**config.mk**
```make
export PLATFORM = sky130hd
export DESIGN_NAME = conv_tree_deserializer_rx
export DESIGN_NICKNAME = d
export VERILOG_FILES = /design/src/rtl/conv_tree_pkg.sv /design/src/rtl/conv_tree_out_buf.sv /design/src/rtl/conv_tree_deserializer_rx.sv
export SDC_FILE = /design/constraint.sdc
export NUM_CORES = 1
export LEC_CHECK = 0
export ABC_CLOCK_PERIOD_IN_PS = 1800
export CORE_MARGIN = 1
export CORE_UTILIZATION = 54
export CTS_CLUSTER_DIAMETER = 50
export CTS_CLUSTER_SIZE = 12
export DETAILED_ROUTE_END_ITERATION = 6
export PLACE_DENSITY = 0.75
export SYNTH_ARGS = -nofsm -noshare
export SYNTH_HDL_FRONTEND = slang
export SYNTH_SLANG_ARGS = --single-unit
```
**constraint.sdc**
```tcl
create_clock -name CLK -period 1.8 [get_ports CLK]
set_input_delay 0.36 -clock CLK [delete_from_list [all_inputs] [get_ports CLK]]
set_output_delay 0.36 -clock CLK [all_outputs]
set_load 0.005 [all_outputs]
```
**src/rtl/conv_tree_pkg.sv**
```systemverilog
// rtl/conv_tree_pkg.sv - shared width, receiver state type and bit-reversal helper for the conv-tree link
package conv_tree_pkg;

  localparam int CONV_TREE_WIDTH = 16;

  typedef enum logic [1:0] {
    IDLE = 2'd0,
    DATA = 2'd1,
    STOP = 2'd2
  } deser_state_t;

  // Reverse the low nbits of idx; bits above nbits come back as zero.
  function automatic logic [31:0] bitrev(input logic [31:0] idx, input int nbits);
    logic [31:0] r;
    r = '0;
    for (int i = 0; i < 32; i++) begin
      if (i < nbits) r[5'(nbits - 1 - i)] = idx[i];
    end
    return r;
  endfunction

endpackage

```
**src/rtl/conv_tree_out_buf.sv**
```systemverilog
// rtl/conv_tree_out_buf.sv - one-entry valid/ready holding register with sticky overflow
module conv_tree_out_buf #(
  parameter int WIDTH = 16
) (
  input  logic             CLK,
  input  logic             RESET,
  input  logic             load,
  input  logic [WIDTH-1:0] load_data,
  input  logic             ready,
  output logic [WIDTH-1:0] data,
  output logic             valid,
  output logic             overflow
);

  always_ff @(posedge CLK or negedge RESET) begin
    if (!RESET) begin
      data     <= '0;
      valid    <= 1'b0;
      overflow <= 1'b0;
    end else if (load) begin
      // A same-edge consume frees the slot, so the new word replaces the old one.
      if (!valid || ready) begin
        data  <= load_data;
        valid <= 1'b1;
      end else begin
        overflow <= 1'b1;
      end
    end else if (valid && ready) begin
      valid <= 1'b0;
    end
  end

endmodule

```
**src/rtl/conv_tree_deserializer_rx.sv**
```systemverilog
// rtl/conv_tree_deserializer_rx.sv - framed serial receiver for conv_tree_serializer_16 output
// Define CONV_TREE_BITREV_EN to store data bit k at PAR_OUT[bitrev(k)] instead of PAR_OUT[k].
module conv_tree_deserializer_rx
  import conv_tree_pkg::*;
#(
  parameter  int WIDTH = CONV_TREE_WIDTH,
  localparam int CNT_W = $clog2(WIDTH)
) (
  input  logic             CLK,
  input  logic             RESET,
  input  logic             SERIAL_IN,
  output logic [WIDTH-1:0] PAR_OUT,
  output logic             OUT_VALID,
  input  logic             OUT_READY,
  output logic             FRAME_ERR,
  output logic             OVERFLOW,
  output logic             BUSY
);

  deser_state_t     state_q, state_d;
  logic [CNT_W-1:0] cnt_q, cnt_d;
  logic [WIDTH-1:0] shift_q, shift_d;
  logic             frame_err_q, frame_err_d;
  logic             load;
  logic [CNT_W-1:0] dest_idx;

`ifdef CONV_TREE_BITREV_EN
  assign dest_idx = CNT_W'(bitrev(32'(cnt_q), CNT_W));
`else
  assign dest_idx = cnt_q;
`endif

  always_comb begin
    state_d     = state_q;
    cnt_d       = cnt_q;
    shift_d     = shift_q;
    frame_err_d = 1'b0;
    load        = 1'b0;
    unique case (state_q)
      IDLE: begin
        if (SERIAL_IN) begin
          state_d = DATA;
          cnt_d   = '0;
        end
      end
      DATA: begin
        shift_d[dest_idx] = SERIAL_IN;
        if (cnt_q == CNT_W'(WIDTH - 1)) begin
          state_d = STOP;
          cnt_d   = '0;
        end else begin
          cnt_d = cnt_q + CNT_W'(1);
        end
      end
      STOP: begin
        // A 1 here is a bad stop bit, never a new start bit.
        state_d = IDLE;
        if (SERIAL_IN) frame_err_d = 1'b1;
        else           load        = 1'b1;
      end
      default: state_d = IDLE;
    endcase
  end

  always_ff @(posedge CLK or negedge RESET) begin
    if (!RESET) begin
      state_q     <= IDLE;
      cnt_q       <= '0;
      shift_q     <= '0;
      frame_err_q <= 1'b0;
    end else begin
      state_q     <= state_d;
      cnt_q       <= cnt_d;
      shift_q     <= shift_d;
      frame_err_q <= frame_err_d;
    end
  end

  assign FRAME_ERR = frame_err_q;
  assign BUSY      = (state_q == DATA) || (state_q == STOP);

  conv_tree_out_buf #(
    .WIDTH(WIDTH)
  ) u_out_buf (
    .CLK      (CLK),
    .RESET    (RESET),
    .load     (load),
    .load_data(shift_q),
    .ready    (OUT_READY),
    .data     (PAR_OUT),
    .valid    (OUT_VALID),
    .overflow (OVERFLOW)
  );

endmodule

```
==> run metrics <==
Synth Flop Type=dfrtp_1; largest net degree at the start of global routing=17; RR Endpoint=shift_q[11]; Post-synth ARST share=1.00; starting density of the core=0.588; synthesized area=1850 um^2; wire length per cell=14.4 um; Final period util=0.928; Core Area=about 3200 um^2; Pwr per Cell Area=approximately 1200 nW/um^2; final global-route overflow total=0; CTS Sinks=41; Std-Cell Rows=20; Synth area leader=dfrtp_1; Worst Path Required=1.44 ns; Area Growth Syn to Fin=21.9%; FILL cells=roughly 240; DRT iter0 DRCs=47; Mean Syn Cell Area=13.0 um^2; Mapped Nets=153; CP endpoint kind=primary output; Seq cells post-synth=41; Register-to-Register Path Depth=6; crit path max fanout=3; post-route ant nets=0; R2R Setup Slk=0.19 ns; IO Pins=24; Slew headroom=0.789; top-count cell post-synth=dfrtp_1; initial antenna violation count=0; Post-DP HPWL=2330 um; status=finished, final reports clean; RSZ-0062 raised after global routing=no; H-tree Lvls=2; fin. max-slew vios=0; final setup margin=0.130 ns; Final min period=1.67 ns; sequential-to-total area share from yosys stat=0.554; Critical Path Start=state_q[0]; DRC viols=0; worst skew pair latency=0.35 ns; Max Cap Viol=0; CP Capture Point=BUSY; first-pass GRT wire length=5400 um; die width=60.6 um; min-delay worst type=in2async; Clk pin slew, worst setup/hold paths=0.12 ns; routability congestion estimate from global placement=between 0.8 and 0.9; Final Hold Vio Count=0; Synth area leaders=dfrtp_1, mux2_2, ha_1; Critical Path AT=~1.3 ns; P_leak=1.02 nW; Max Fclk=599 MHz; post-synth cell types=32; synth warn=0; Post-Route WL=3190 um; post-synth top area share=0.554; Nets=187; Die Y=slightly above 60 um; worst slew pin tran=between 0.3 and 0.4 ns; area of the die=between 3000 and 4000 um^2; CTS tree=built; Clock Path Buffers=2; Worst setup SP type=flop; vias=1168; Post-Synthesis Cells=about 140; Worst R2R Start=state_q[0]; Root Driver=clkbuf_4; setup clock skew after layout=0.0178 ns; fraction of layout cells with a size suffix above 1=0.316; Pre-Repair DR Iteration Count=4; CTS Buf Count=5; number of global-route vias before repair=1191; Overall Power=roughly 2.7 mW; Setup TNS Final=0 ns; EDFF count, synth=0; WS Path Type=reg2out; Synth top cells by count=dfrtp_1, mux2_2, nand3_1; via density per instance=5.29; gr usage total=0.209; Peak VDD IR=around 0.78 mV; number of port buffers=23; n_diodes=0; Setup-failing EPs final=0; Post-Place Setup Slack=0.0734 ns
==> cell type report <==
| cell class | count | area, um^2 | area share |
|---|---|---|---|
| Timing Repair Buffer | 34 | 309 | 0.137 |
| Multi-Input combinational cell | 88 | 761 | 0.337 |
| Tap cell | 44 | 55.1 | 0.0244 |
| Clock inverter | 1 | 30.0 | 0.0133 |
| Inverter | 6 | 22.5 | 0.00997 |
| Clock buffer | 7 | 55.1 | 0.0244 |
| Sequential cell | 41 | 1030 | 0.454 |
==> registers in the layout (all words and copies together) (netlist names) <==
name                flops
FRAME_ERR               1
shift_q                16
cnt_q                   4
u_out_buf.data         16
u_out_buf.overflow      1
u_out_buf.valid         1
state_q                 2
==> worst max-delay path, cell delays in order, from the launching register on <==
cell and delay (ns):
dfrtp_1 0.38, inv_2 0.06, ha_1 0.27, dlygate4sd2_1 0.26
==> per-layer routing <==
metal / share of wire / track usage / vias to the layer above
met4: 0.013 / 0.0779 / 0
met3: 0.024 / 0.0384 / 5
met1: 0.45 / 0.260 / 579
met2: 0.52 / 0.364 / 18
li1: - / - / 566
met5: 0 / 0 / -
==> worst min path at each step <==
stage | from | to | slack (ns) | depth (start not counted)
2_1_floorplan | RESET | FRAME_ERR | 0.06 | 0
3_3_place_gp | RESET | u_out_buf.data[1] | 0.26 | 1
3_5_place_dp | RESET | u_out_buf.data[1] | 0.27 | 1
4_1_cts | RESET | u_out_buf.data[1] | 0.42 | 2
5_1_grt | RESET | u_out_buf.data[1] | 0.45 | 2
6_report | RESET | u_out_buf.data[1] | 0.42 | 2
==> cells in the final DEF (no fill, tap or decap), drive strengths merged, types with 2 or more instances in the layout <==
cell type      count
dfrtp             41
mux2              32
clkdlybuf4s50     21
buf               11
nand3              9
ha                 7
clkbuf             7
inv                6
nor2b              6
nand2              6
a21oi              4
nand4              4
nand2b             3
and2               2
nand4b             2
nor3               2
o21ai              2
==> power breakdown <==
part           switching (mW)  internal [mW]  total, mW  leakage (nW)
combinational           0.403          0.429      0.832         0.453
sequential              0.164           1.14       1.30         0.517
clock                   0.278          0.332      0.610        0.0455
==> kinds of logic after synthesis <==
| logic type | after synthesis | share of synthesized area |
|---|---|---|
| flops | 41 | 0.554 |
| buf+inv | 13 | 0.0378 |
| simple gates | 37 | 0.121 |
| fa+ha+maj | 7 | 0.0473 |
| mux | 33 | 0.200 |
| compound gates | 11 | 0.0405 |
==> stage by stage <==
step	hold WS [ns]	cell area (um^2)	util	std cells
4_1_cts	0.418	2250	0.715	221
6_report	0.416	2260	0.716	221
5_1_grt	0.452	2260	0.716	221
3_5_place_dp	0.271	2150	0.681	210
2_1_floorplan	0.0644	1850	-	142
3_3_place_gp	0.263	2150	0.681	210
==> repair_timing <==
| item | CTS | global route |
|---|---|---|
| resized for setup | 2 | 1 |
| setup endpoints to repair | 1 | 1 |
| hold buffers | 1 | 0 |
| buffers inserted | 2 | 0 |
| endpoints found under the hold margin | 13 | 0 |
(Power assumes the default switching activity.)
